[src/rtl/spi_slave_endpoint.sv]
// SPI mode-0 slave endpoint: oversamples SCLK/CSN/MOSI on clk, deserialises
// MOSI into words and serialises a held transmit word onto MISO, MSB first.
module spi_slave_endpoint #(
   parameter int DATA_W  = 8,
   parameter int SYNC_ST = 2
) (
   input  logic              clk,
   input  logic              rst,
   input  logic              SPI_SCLK,
   input  logic              SPI_CSN,
   input  logic              SPI_MOSI,
   output logic              SPI_MISO,
   input  logic [DATA_W-1:0] tx_data,
   input  logic              tx_load,
   output logic [DATA_W-1:0] rx_data,
   output logic              rx_valid,
   output logic              busy,
   output logic              tx_underrun,
   output logic              frame_err
);

   localparam int CNT_W = (DATA_W > 1) ? $clog2(DATA_W) : 1;
   localparam logic [CNT_W-1:0] LAST_BIT = CNT_W'(DATA_W - 1);

   typedef enum logic {
      ST_IDLE   = 1'b0,
      ST_ACTIVE = 1'b1
   } state_t;

   state_t r_state;
   state_t w_state_nxt;

   logic [SYNC_ST-1:0] r_sclk_sync;
   logic [SYNC_ST-1:0] r_csn_sync;
   logic [SYNC_ST-1:0] r_mosi_sync;
   logic               r_sclk_d;
   logic               r_csn_d;

   logic [DATA_W-1:0]  r_hold;
   logic               r_tx_fresh;
   logic [DATA_W-1:0]  r_shift_tx;
   logic [DATA_W-1:0]  r_shift_rx;
   logic [CNT_W-1:0]   r_bit_cnt;
   logic               r_reload_pend;
   logic [DATA_W-1:0]  r_rx_data;
   logic               r_rx_valid;
   logic               r_underrun;
   logic               r_frame_err;
   logic               r_miso;

   logic w_sclk_s, w_csn_s, w_mosi_s;
   logic w_sclk_rise, w_sclk_fall, w_csn_fall, w_csn_rise;
   logic w_start, w_rx_shift, w_word_done, w_tx_shift, w_frame_end;
   logic [DATA_W-1:0] w_shift_tx_nxt;
   logic [DATA_W-1:0] w_rx_word;

   always_ff @(posedge clk) begin
      if (rst) begin
         r_sclk_sync <= '0;
         r_csn_sync  <= '1;
         r_mosi_sync <= '0;
         r_sclk_d    <= 1'b0;
         r_csn_d     <= 1'b1;
      end else begin
         r_sclk_sync <= {r_sclk_sync[SYNC_ST-2:0], SPI_SCLK};
         r_csn_sync  <= {r_csn_sync[SYNC_ST-2:0], SPI_CSN};
         r_mosi_sync <= {r_mosi_sync[SYNC_ST-2:0], SPI_MOSI};
         r_sclk_d    <= r_sclk_sync[SYNC_ST-1];
         r_csn_d     <= r_csn_sync[SYNC_ST-1];
      end
   end

   assign w_sclk_s    = r_sclk_sync[SYNC_ST-1];
   assign w_csn_s     = r_csn_sync[SYNC_ST-1];
   assign w_mosi_s    = r_mosi_sync[SYNC_ST-1];
   assign w_sclk_rise = w_sclk_s & ~r_sclk_d;
   assign w_sclk_fall = ~w_sclk_s & r_sclk_d;
   assign w_csn_fall  = ~w_csn_s & r_csn_d;
   assign w_csn_rise  = w_csn_s & ~r_csn_d;
   assign w_rx_word   = {r_shift_rx[DATA_W-2:0], w_mosi_s};

   always_ff @(posedge clk) begin
      if (rst) r_state <= ST_IDLE;
      else     r_state <= w_state_nxt;
   end

   // CSN rising wins over a coincident SCLK edge, so a master that releases
   // CSN together with the final SCLK fall ends the frame without a reload.
   always_comb begin
      w_state_nxt    = r_state;
      w_start        = 1'b0;
      w_rx_shift     = 1'b0;
      w_word_done    = 1'b0;
      w_tx_shift     = 1'b0;
      w_frame_end    = 1'b0;
      case (r_state)
         ST_IDLE: begin
            if (w_csn_fall) begin
               w_state_nxt = ST_ACTIVE;
               w_start     = 1'b1;
            end
         end
         ST_ACTIVE: begin
            if (w_csn_rise) begin
               w_state_nxt = ST_IDLE;
               w_frame_end = 1'b1;
            end else begin
               if (w_sclk_rise) begin
                  w_rx_shift  = 1'b1;
                  w_word_done = (r_bit_cnt == LAST_BIT);
               end
               if (w_sclk_fall) begin
                  if (r_reload_pend) w_start    = 1'b1;
                  else               w_tx_shift = 1'b1;
               end
            end
         end
         default: w_state_nxt = ST_IDLE;
      endcase
      w_shift_tx_nxt = r_shift_tx;
      if (w_start)         w_shift_tx_nxt = tx_load ? tx_data : r_hold;
      else if (w_tx_shift) w_shift_tx_nxt = {r_shift_tx[DATA_W-2:0], 1'b0};
   end

   always_ff @(posedge clk) begin
      if (rst) begin
         r_hold        <= '0;
         r_tx_fresh    <= 1'b0;
         r_shift_tx    <= '0;
         r_shift_rx    <= '0;
         r_bit_cnt     <= '0;
         r_reload_pend <= 1'b0;
         r_rx_data     <= '0;
         r_rx_valid    <= 1'b0;
         r_underrun    <= 1'b0;
         r_frame_err   <= 1'b0;
         r_miso        <= 1'b0;
      end else begin
         r_rx_valid  <= 1'b0;
         r_underrun  <= 1'b0;
         r_frame_err <= 1'b0;
         r_shift_tx  <= w_shift_tx_nxt;
         r_miso      <= (w_state_nxt == ST_ACTIVE) & w_shift_tx_nxt[DATA_W-1];
         // A load landing on a word start goes straight out and is not fresh.
         if (w_start) begin
            r_underrun    <= ~r_tx_fresh & ~tx_load;
            r_tx_fresh    <= 1'b0;
            r_reload_pend <= 1'b0;
            r_bit_cnt     <= '0;
            if (tx_load) r_hold <= tx_data;
         end else if (tx_load) begin
            r_hold     <= tx_data;
            r_tx_fresh <= 1'b1;
         end
         if (w_frame_end) begin
            r_frame_err   <= (r_bit_cnt != '0);
            r_bit_cnt     <= '0;
            r_reload_pend <= 1'b0;
         end else if (w_rx_shift) begin
            r_shift_rx <= w_rx_word;
            if (w_word_done) begin
               r_rx_data     <= w_rx_word;
               r_rx_valid    <= 1'b1;
               r_bit_cnt     <= '0;
               r_reload_pend <= 1'b1;
            end else begin
               r_bit_cnt <= r_bit_cnt + CNT_W'(1);
            end
         end
      end
   end

   assign SPI_MISO    = r_miso;
   assign rx_data     = r_rx_data;
   assign rx_valid    = r_rx_valid;
   assign busy        = ~w_csn_s;
   assign tx_underrun = r_underrun;
   assign frame_err   = r_frame_err;

endmodule

[config.mk]
export PLATFORM = sky130hd
export DESIGN_NAME = spi_slave_endpoint
export DESIGN_NICKNAME = d
export VERILOG_FILES = /design/src/rtl/spi_slave_endpoint.sv
export SDC_FILE = /design/constraint.sdc
export NUM_CORES = 1
export LEC_CHECK = 0
export BUFFER_PORTS_ARGS = -buffer_cell sky130_fd_sc_hd__buf_4
export CELL_PAD_IN_SITES_DETAIL_PLACEMENT = 2
export CELL_PAD_IN_SITES_GLOBAL_PLACEMENT = 2
export CORE_ASPECT_RATIO = 0.75
export CORE_MARGIN = 2
export CORE_UTILIZATION = 25
export DETAILED_ROUTE_END_ITERATION = 10
export PLACE_DENSITY = 0.54
export SLEW_MARGIN = 10
export SYNTH_ARGS = -nofsm -noshare
export SYNTH_HDL_FRONTEND = slang
export SYNTH_SLANG_ARGS = --single-unit
[constraint.sdc]
create_clock -name clk -period 3 [get_ports clk]
set_clock_uncertainty 0.1 [all_clocks]
set_input_delay 0.45 -clock clk [delete_from_list [all_inputs] [get_ports clk]]
set_output_delay 0.45 -clock clk [all_outputs]
set_load 0.1 [all_outputs]
---- Word level (Yosys, flattened, before mapping) ----
Cells that the tools add are included.
storage, ports and cells
  flip-flop bits (word level) ............. 49
  latch bits .............................. 0
  memory bits (writable) .................. 0
  ROM bits ................................ 0
  bits of input ports ..................... 14
  output and inout port bits .............. 13
  word-level logic and storage cells ...... 75
  memories ................................ 0
operators by class
  add/sub/neg operators ................... 1
  multiply operators ...................... 0
  divide/modulo/power cells ............... 0
  $lt $le $gt $ge ......................... 0
  equality and inequality tests ........... 1
  shift-type cells ........................ 0
  mux-type cells .......................... 29
  bitwise logic cells ..................... 16
  reduce and logical (&&, ||, !) cells .... 10
operators by type and width
  kind                                                           number
  8-bit two-way mux                                              3
  1-bit two-way mux                                              21
  1-bit NOT                                                      10
  3-bit two-way mux                                              3
  2-bit OR reduction                                             4
  1-bit AND                                                      6
  1-bit one-hot mux with 2 select lines                          2
  2-bit nonzero test                                             2
  3-bit by 1-bit adder with 3-bit output, second input constant  1
  3-bit equality test, second input constant                     1
  3-bit AND reduction                                            1
  3-bit nonzero test                                             1
  3-bit OR reduction                                             1
  2-bit AND reduction                                            1

---- Longest topological paths before layout ----
  depth after elaboration ................. 8
  mapped depth ............................ 6
  depth with buffers taken out ............ 5

---- Worst setup path after synthesis ----
No wires, ideal clock.
  path kind ............................... reg-to-reg
  start point ............................. reg r_csn_sync[1]
  end point ............................... reg r_shift_tx[1]
  library setup time ...................... 0.139 ns
  arrival ................................. 1.635 ns
  required time ........................... 2.761 ns
  setup slack ............................. 1.126 ns
  stages on the path, launching flop included .. 5
  buffers on the path ..................... 0
  period minus slack after synthesis ...... 1.874 ns
  cells stage by stage .................... dfxtp_1 inv_1 nand3_2 o21ai_4 a221oi_1
on the way
  word-level cells in the longest chain between the ends .. 5
  elaborated cells between the ends (all ways) .. 10
  those cells by class .................... 6 x mux; 3 x bitwise; 1 x reduce/logical
RTL lines
  element                                                         RTL line  RTL
  start, declared                                                 34        logic [SYNC_ST-1:0] r_csn_sync;
  start signal, assigned                                          66        r_csn_sync <= {r_csn_sync[SYNC_ST-2:0], SPI_CSN};
  1-bit NOT *                                                     --
  net busy                                                        17        output logic busy,
  1-bit AND *                                                     78        assign w_csn_fall = ~w_csn_s & r_csn_d;
  1-bit two-way mux *                                             98        if (w_csn_fall) begin
  1-bit one-hot mux with 2 select lines *                         96        case (r_state)
  8-bit two-way mux / 2-bit nonzero test (equally long branches)  --
  end signal, assigned                                            142       r_shift_tx <= w_shift_tx_nxt;
  end, declared                                                   41        logic [DATA_W-1:0] r_shift_tx;
The timed path passes the listed nets; every way through them passes the cells marked *.
A chain may end at the register's enable or synchronous reset.

---- Final worst setup path ----
  start point ............................. reg r_bit_cnt[0]
  end point ............................... reg r_rx_data[2], in the netlist rx_data[2]
on the way
  word-level cells in the longest chain between the ends .. 5
RTL lines
  element                               RTL line  RTL
  start, declared                       43        logic [CNT_W-1:0] r_bit_cnt;
  start signal, assigned                167       r_bit_cnt <= r_bit_cnt + CNT_W'(1);
  3-bit equality test                   110       w_word_done = (r_bit_cnt == LAST_BIT);
  1-bit two-way mux                     108       if (w_sclk_rise) begin
  1-bit two-way mux                     104       if (w_csn_rise) begin
  1-bit two-way mux                     96
  3-bit AND reduction (no source line)  --
  end signal, assigned                  162       r_rx_data <= w_rx_word;
  end, declared                         45        logic [DATA_W-1:0] r_rx_data;
Every way passes these cells.

==> flow_summary.json <==
{
  "critPathMaxStageDelay_ps": 600,
  "avgSynthCellArea_um2": 10.58,
  "routed_wire_length_per_instance_um": 14.43,
  "synth.yosys.seq_area_share": 0.5178,
  "ctsResizeCount": 0,
  "pwr-share-seq": 0.591,
  "synthTopCellsByCount": "dfxtp_1, mux2i_1, nor2_1",
  "placement.setup.worst_slack_ps": 970.4,
  "core_um2": 7331,
  "fin_nets": 219,
  "gp_congestion": 0.7043,
  "grt.total_usage": 0.1120,
  "clock_power_share": 0.340,
  "period_needed_ps": 2030,
  "synthDominantAreaCellType": "dfxtp_1",
  "final-setup-viol-count": 0,
  "cp-end-kind": "flip-flop",
  "cts_root_buf": "clkbuf_8",
  "synthDominantCellAreaShare": 0.5178,
  "syn_nets": 196,
  "post_synth_instance_area_um2": 1894,
  "worst_ep_required_time_ps": 3060,
  "dpl.hpwl_um": 3095,
  "cp_num_buf_inv": 0,
  "cts_made_buffers": 5,
  "critPathMaxFanout": 10,
  "floorplan.io_pins": 27,
  "power.internal_mw": 0.8863,
  "global_route.overflow_total": 0,
  "grt_antenna_before_repair": 0,
  "finalMaxSlewViolations": 0,
  "clock_tree_from_tritoncts": "built",
  "layout-drive-gt1-share": 0.2475,
  "synth_enable_flop_cells": 0,
  "worstHoldPathType": "input port to flip-flop",
  "timing.critical_path.arrival_ps": 2090,
  "clk_path_buf_depth": 2,
  "drt_first_pass_iters": 3,
  "crit_path_start_kind": "flip-flop",
  "post_drt_via_cell_ratio": 4.422,
  "timing.critical_path.cells": "ha_1, ha_1, nand4_1, mux2i_1, nor2_1",
  "place.port_buffers": 26,
  "synthFlopType": "dfxtp_1",
  "synthTopCellsByArea": "dfxtp_1, mux2i_1, nor2_1",
  "drc_errors": 0,
  "tightestPinTransition_ps": 730.9,
  "p_comb_frac": 0.069,
  "ctsHoldBuffers": 0,
  "path_delay_family": "simple AND/OR/NAND/NOR gates",
  "post-route-util": 0.3065,
  "synth.ff_latch_count": 49,
  "htreeDepth": 2,
  "synthesis.instances": 179,
  "wire_length_of_the_first_global_routing_pass_um": 7300,
  "timing.fmax_ghz": 0.4925,
  "worst_setup_hold_path_clk_slew_ps": 90,
  "fin_crit_sh": 0.6768,
  "cellPowerDensity_nw_per_um2": 510.8,
  "power_mw": 1.148,
  "first_iter_violations": 22,
  "power.switching_mw": 0.2615,
  "run_status": "complete, no violations",
  "power_switching_share": 0.2278,
  "crit_path_frequent_cell": "ha_1",
  "fin_tns_setup_ps": 0,
  "clock_latency_at_the_later_pin_of_the_worst_skew_pair_ps": 290,
  "die_x_um": 104.5,
  "start_util": 0.2584,
  "setup.worst_path.class": "flip-flop to flip-flop",
  "postRouteWirelength_um": 4371,
  "maxCapViolCount": 0,
  "yosys_warnings": 0,
  "crit_path_top_delay_cell": "nand4_1",
  "ys_async_sr_fraction": 0,
  "synth_most_common_cell": "dfxtp_1",
  "antennaDiodeCount": 0,
  "worst_slew_margin_rel": 0.5113,
  "vdd_ir_drop_max_mv": 0.1604,
  "die_area_um2": 8297,
  "grt_setup_unrepaired": "no",
  "timing_hold_violations_final": 0,
  "p_leak_nw": 1.057,
  "synth_cell_type_count": 30,
  "grt_max_degree": 45,
  "final_critical_path_setup_slack_ps": 969.5,
  "dr_total_vias": 1340,
  "area_growth_from_synthesis_to_layout_pct": 18.63,
  "antenna_left": 0,
  "count_of_clock_tree_sinks": 49,
  "fp.dieH_um": 79.39,
  "core.rowCount": 27,
  "post_cts_setup_repair_bufs": 0,
  "grt_pass1_vias": 1499
}
final cells by class:
cell class / instances / area (um2)
Fill cell: 813 / 5084
Sequential cell: 49 / 980.9
Multi-Input combinational cell: 114 / 835.8
Timing Repair Buffer: 26 / 195.2
Tap cell: 101 / 126.4
Clock buffer: 7 / 86.33
Inverter: 6 / 22.52
registers in the layout, summed over array words and instances, names as in the netlist, 2 cells and up:
| name | cells |
|---|---|
| rx_data | 8 |
| r_mosi_sync | 2 |
| r_hold | 8 |
| r_sclk_sync | 2 |
| r_csn_sync | 2 |
| r_shift_rx | 7 |
| r_bit_cnt | 3 |
| r_shift_tx | 8 |
layer usage:
metal / up-vias / track usage / wire length (um)
met5: - / 0 / 0
met4: 0 / 0.02568 / 18
met3: 2 / 0.03102 / 138
met2: 20 / 0.1987 / 2192
met1: 664 / 0.1357 / 2022
li1: 654 / - / -
placed cells by master, fill, tap and decap left out:
master,n
dfxtp_1,49
mux2i_1,30
buf_4,26
nor2_1,25
or2_2,11
nor2b_1,9
inv_1,6
a21oi_1,6
a221oi_1,6
clkbuf_8,6
nand3_2,3
nand3_1,3
ha_1,3
or3b_1,2
nand2_1,2
nor3_1,2
nand2b_4,1
nor3b_1,1
a41oi_2,1
nand2b_1,1
nand4_1,1
nor4_1,1
o21bai_1,1
o21ai_1,1
or3_1,1
o21ai_4,1
a32o_1,1
a221oi_2,1
clkbuf_1,1
power by group through the flow:
stage	Clock (mW)	Combinational, mW	Sequential, mW
after floorplan	0	0.0546	0.692
after global placement	0	0.0778	0.692
after detailed placement	0	0.0815	0.694
after CTS	0.410	0.0819	0.678
after global routing	0.441	0.0897	0.681
final	0.390	0.0795	0.678
metrics by stage:
step                      instance area (um2)  cells  hold slack (ps)
final                                    2247    303            241.2
after global routing                     2247    303            228.7
after CTS                                2247    303            233.1
after detailed placement                 2161    296            298.5
after global placement                   2161    296            294.2
after floorplan                          1894    179            289.5
logic make-up after synthesis:
| logic type | count (synthesis) | synth area share |
|---|---|---|
| AOI/OAI and AO/OA | 18 | 0.08058 |
| adders and majority gates | 3 | 0.01982 |
| buffers and inverters | 16 | 0.04095 |
| DFF | 49 | 0.5178 |
| muxes | 30 | 0.1585 |
| and+or+nand+nor | 63 | 0.1823 |
path summary, 6_finish.rpt:
| kind | start | endpoint | slack (ps) | cells after the start |
|---|---|---|---|---|
| setup / recovery | r_bit_cnt[0] | rx_data[2] | 970 | 5 |
| hold / removal | SPI_CSN | r_csn_sync[0] | 240 | 2 |
| setup reg to reg | r_bit_cnt[0] | rx_data[2] | 970 | 5 |
| hold reg to reg | r_csn_sync[0] | r_csn_sync[1] | 320 | 1 |
Power figures use the tool's default switching activity.
